===== src/rtl/vedic_mult_pipe.sv =====
// Pipelined Vedic multiplier: 2x2 gate-level leaves, one register level per recursion step (latency log2(WIDTH)).
// Whole pipe stalls while the output is held; define VEDIC_MULT_SIGNED_EN to add the in_signed two's-complement mode.
module vedic_mult_pipe #(
  parameter int WIDTH = 8
) (
  input  logic               clk,
  input  logic               rst,
  input  logic               in_valid,
  output logic               in_ready,
  input  logic [WIDTH-1:0]   in_a,
  input  logic [WIDTH-1:0]   in_b,
`ifdef VEDIC_MULT_SIGNED_EN
  input  logic               in_signed,
`endif
  output logic               out_valid,
  input  logic               out_ready,
  output logic [2*WIDTH-1:0] out_p,
  output logic               busy
);
  localparam int STAGES   = $clog2(WIDTH);
  localparam int LEAVES   = WIDTH / 2;
  // Stage s holds WIDTH^2 / 2^s bits of partial products; all stages packed back to back.
  localparam int TOTAL    = 2*WIDTH*WIDTH - 2*WIDTH;
  localparam int OFF_LAST = TOTAL - 2*WIDTH;

  logic              adv;
  logic [STAGES-1:0] vld;
  logic [WIDTH-1:0]  a_mag;
  logic [WIDTH-1:0]  b_mag;
  logic [TOTAL-1:0]  d_raw;
  logic [TOTAL-1:0]  d_all;
  logic [TOTAL-1:0]  q_all;

  assign out_valid = vld[STAGES-1];
  assign adv       = out_ready | ~out_valid;
  assign in_ready  = adv;
  assign busy      = |vld;
  assign out_p     = q_all[OFF_LAST +: 2*WIDTH];

  // Leaf level: product of a-chunk i and b-chunk j lives at index i*LEAVES+j.
  for (genvar i = 0; i < LEAVES; i++) begin : g_li
    for (genvar j = 0; j < LEAVES; j++) begin : g_lj
      logic [1:0] a2;
      logic [1:0] b2;
      logic       pp1;
      logic       pp2;
      logic       pp3;
      logic       c1;
      assign a2  = a_mag[2*i +: 2];
      assign b2  = b_mag[2*j +: 2];
      assign pp1 = a2[1] & b2[0];
      assign pp2 = a2[0] & b2[1];
      assign pp3 = a2[1] & b2[1];
      assign c1  = pp1 & pp2;
      assign d_raw[(i*LEAVES+j)*4 +: 4] = {pp3 & c1, pp3 ^ c1, pp1 ^ pp2, a2[0] & b2[0]};
    end
  end

  // Level s combines four half-width products from the previous register stage.
  for (genvar s = 1; s < STAGES; s++) begin : g_lvl
    localparam int N    = 2 << s;
    localparam int H    = N / 2;
    localparam int C    = WIDTH / N;
    localparam int CP   = 2 * C;
    localparam int PW   = 2 * N;
    localparam int OFF  = 2*WIDTH*WIDTH - ((2*WIDTH*WIDTH) >> s);
    localparam int OFFP = 2*WIDTH*WIDTH - ((2*WIDTH*WIDTH) >> (s-1));
    for (genvar i = 0; i < C; i++) begin : g_ci
      for (genvar j = 0; j < C; j++) begin : g_cj
        logic [PW-1:0] ll;
        logic [PW-1:0] lh;
        logic [PW-1:0] hl;
        logic [PW-1:0] hh;
        assign ll = {{N{1'b0}}, q_all[OFFP + ((2*i)*CP   + 2*j  )*N +: N]};
        assign lh = {{N{1'b0}}, q_all[OFFP + ((2*i)*CP   + 2*j+1)*N +: N]};
        assign hl = {{N{1'b0}}, q_all[OFFP + ((2*i+1)*CP + 2*j  )*N +: N]};
        assign hh = {{N{1'b0}}, q_all[OFFP + ((2*i+1)*CP + 2*j+1)*N +: N]};
        assign d_raw[OFF + (i*C+j)*PW +: PW] = ll + ((lh + hl) << H) + (hh << N);
      end
    end
  end

`ifdef VEDIC_MULT_SIGNED_EN
  logic neg_a;
  logic neg_b;
  logic sgn_in;
  logic sgn_last;

  assign neg_a  = in_signed & in_a[WIDTH-1];
  assign neg_b  = in_signed & in_b[WIDTH-1];
  assign a_mag  = neg_a ? -in_a : in_a;
  assign b_mag  = neg_b ? -in_b : in_b;
  assign sgn_in = neg_a ^ neg_b;

  // Sign rides alongside the data so the last stage can negate without extra latency.
  if (STAGES == 1) begin : g_sgn_direct
    assign sgn_last = sgn_in;
  end else begin : g_sgn_pipe
    logic [STAGES-2:0] sgn_q;
    always_ff @(posedge clk or posedge rst) begin
      if (rst)      sgn_q <= '0;
      else if (adv) sgn_q <= (sgn_q << 1) | (STAGES-1)'(sgn_in);
    end
    assign sgn_last = sgn_q[STAGES-2];
  end

  always_comb begin
    d_all = d_raw;
    if (sgn_last) d_all[OFF_LAST +: 2*WIDTH] = -d_raw[OFF_LAST +: 2*WIDTH];
  end
`else
  assign a_mag = in_a;
  assign b_mag = in_b;
  assign d_all = d_raw;
`endif

  always_ff @(posedge clk or posedge rst) begin
    if (rst) begin
      vld   <= '0;
      q_all <= '0;
    end else if (adv) begin
      vld   <= (vld << 1) | STAGES'(in_valid);
      q_all <= d_all;
    end
  end

endmodule


===== config.mk =====
export PLATFORM = sky130hd
export DESIGN_NAME = vedic_mult_pipe
export DESIGN_NICKNAME = d
export VERILOG_FILES = /design/src/rtl/vedic_mult_pipe.sv
export SDC_FILE = /design/constraint.sdc
export NUM_CORES = 1
export LEC_CHECK = 0
export BUFFER_PORTS_ARGS = -buffer_cell sky130_fd_sc_hd__buf_4
export CAP_MARGIN = 30
export CORE_UTILIZATION = 35
export DETAILED_ROUTE_END_ITERATION = 8
export SLEW_MARGIN = 25
export SYNTH_ARGS = -nofsm -noshare
export SYNTH_HDL_FRONTEND = slang
export SYNTH_SLANG_ARGS = --single-unit

===== constraint.sdc =====
create_clock -name clk -period 5 [get_ports clk]
set_input_delay 1.5 -clock clk [delete_from_list [all_inputs] [get_ports clk]]
set_output_delay 1.5 -clock clk [all_outputs]
set_load 0.02 [all_outputs]

==> out/metrics.cfg <==
[timing]
max_slew_margin=0.359
post-route-period-util=0.781
max_freq_mhz=256
skew_ns=0.00645
period_needed_ns=3.91
setup-violations-final=0
finalSetupTns_ns=0
rsz0062_at_grt=no
hold_violations=0
timing.hold.ws_ns=0.463
tightest_slew_ns=0.961
final_max_slew_viol_count=0

[critical_path]
path_cells=buf_4 > nor2b_4 > clkinv_2 > buf_4
arrival_ns=2.41
cp_common_cell=buf_4
worst_path_largest_cell_delay_ns=0.35
rrSetupSlack_ns=1.61
cp_slowest_cell=clkinv_2
cp_max_fo=32
reg2reg_depth=12
r2r_start=q_all[72]
end_kind=output port
start_kind=input pin
required_ns=3.50
r2r-end=q_all[111]
crit_type=input pin to output port

[clocking]
clkSinkCount=115
cts_resized=0
numCtsBuffers=17
cts-root-buf=clkbuf_16
htreeDepth=4
cts.path.max_buffers=2
clkTransAtPathRegs_ns=0.05
post_cts_buffers=0
cts_tree=yes
clk_latency_ns=0.42
cts_hold_buf=0

[detailed_routing]
route.detailed.drc=0
drtPass1Iterations=4
antenna_left=0
drtIter0Drc=243
wirelength_mm=14.6
wl_per_cell_um=13.4
vias_per_cell=4.71
vias=5127

[grt]
grt_first_pass_wirelength_mm=25.0
grt_overflow=0
antenna_found_initial=1
grt_max_degree=95
grt_pass1_vias=5107
grt_usage=0.157

[place]
gp_congestion=0.755
dp_hpwl_mm=9.85
port_buffers=38

[power]
seqPwrFrac=0.284
p_leak_nw=4.29
pwr-share-comb=0.433
powerDensity_nw_per_um2=579
fin_total_pwr_mw=4.75
power.share.switching=0.379
clkPwrFrac=0.283
p_int_mw=2.95
vdd_drop_max_uv=290
switchingPower_mw=1.80

[logic_synthesis]
yosys_register_bits=115
synth.distinct_cells=47
synth_edf_count=0
syn_area_um2=7110
yosys_most_used_dff=dfrtp_1
synthArstFlopShare=1.00
yosys_warnings=0
yosysSeqAreaShare=0.405
syn_nets=905
avgSynthCellArea_um2=9.00
synthCells=790

[final_layout]
final_nets=925
final_common_cell=nand2_1
ff_latch_area_um2=2880
syn_to_final_growth_pct=15.3
utilization=0.416
fill_cells=1977
antenna_cells=0
mostFrequentLayoutCells=nand2_1, dfrtp_1, ha_1
multi_input_area_um2=3890
layout-drive-gt1-share=0.102

[floorplan]
io_pins=39
core-area_um2=19700
die_y_um=145
start_util=0.361
dieArea_um2=20900
rows=51
die_w_um=145

[hold_path]
min_to=q_all[65]
worstHoldPathCells=2
hp-start=q_all[65]
hp-class=flip-flop to flip-flop

[outcome]
status=complete, no violations

[flow_run]
drv_cap=0

-- synth_stat cells (all sizes together), types with 2 or more instances --
cell type,number,share of area
or4b,3,0.0042
ha,85,0.15
o211ai,2,0.0021
nor2,25,0.013
nand2,249,0.13
nor3b,10,0.011
clkbuf,7,0.0037
o21bai,5,0.0053
inv,22,0.012
fa,10,0.028
nor3,2,0.0014
a211oi,4,0.0049
xor2,9,0.011
dfrtp,115,0.40
or3,2,0.0018
mux2i,4,0.0056
buf,35,0.032
nor2b,6,0.0063
o31ai,2,0.0040
and2,48,0.042
xnor2,23,0.028
a21oi,36,0.025
a21o,14,0.015
o21ai,28,0.020
nand2b,5,0.0044
nand3,23,0.016
o21a,3,0.0032
-- state kept, by name, summed over array words and instances, names as in the netlist --
register,count
q_all,112
vld,3
-- power groups by stage --
stage | logic (mW) | clock network [mW] | registers (mW)
final | 2.06 | 1.34 | 1.35
after global placement | 2.03 | 0 | 1.37
after CTS | 2.08 | 1.38 | 1.36
after global routing | 2.36 | 1.41 | 1.39
after detailed placement | 2.06 | 0 | 1.37
after floorplan | 1.70 | 0 | 1.33
-- kinds of logic after synthesis --
kind of cell / share of synthesized area
DFF: 0.405
buffers and inverters: 0.0477
muxes: 0.00563
AOI/OAI and AO/OA: 0.0866
adders and majority gates: 0.178
xor gates and xnor gates: 0.0394
and+or+nand+nor: 0.238
-- layer usage --
metal  track usage  vias up  wire (µm)  share of wire
met3        0.0305       18        456          0.031
met5             0        -          0              0
li1              -     2638          -              -
met4        0.0615        0        239          0.016
met1         0.217     2411       7630           0.52
met2         0.239       60       6260           0.43
-- worst max-delay path by stage --
| stage | start | endpoint | slack [ns] | cells past startpoint |
|---|---|---|---|---|
| after floorplan | rst | q_all[0] | 0.46 | 1 |
| after global placement | out_ready | in_ready | 1.08 | 4 |
| after detailed placement | out_ready | in_ready | 1.07 | 4 |
| after CTS | out_ready | in_ready | 1.07 | 4 |
| after global routing | out_ready | in_ready | 1.01 | 4 |
| final | out_ready | in_ready | 1.09 | 4 |
-- stage by stage --
stage	area [µm²]	setup slack (ns)	instances
floorplan	7110	0.456	790
global placement	7520	1.08	1055
detailed placement	7520	1.07	1055
CTS	8180	1.07	1087
global route	8200	1.01	1088
finish	8200	1.09	1088
-- worst max-delay path: cells and delay by family --
kind          cells  cell delay (ns)
buf+inv           3             0.78
simple gates      1             0.11
-- cell type report --
| cell class | instances | area share |
|---|---|---|
| clock inverters | 15 | 0.0282 |
| multi-input cells | 610 | 0.475 |
| clock buffers | 17 | 0.0519 |
| well taps | 265 | 0.0404 |
| flip-flops and latches | 115 | 0.351 |
| repair buffers | 43 | 0.0424 |
| inverters | 23 | 0.0110 |
(Power assumes the default switching activity.)
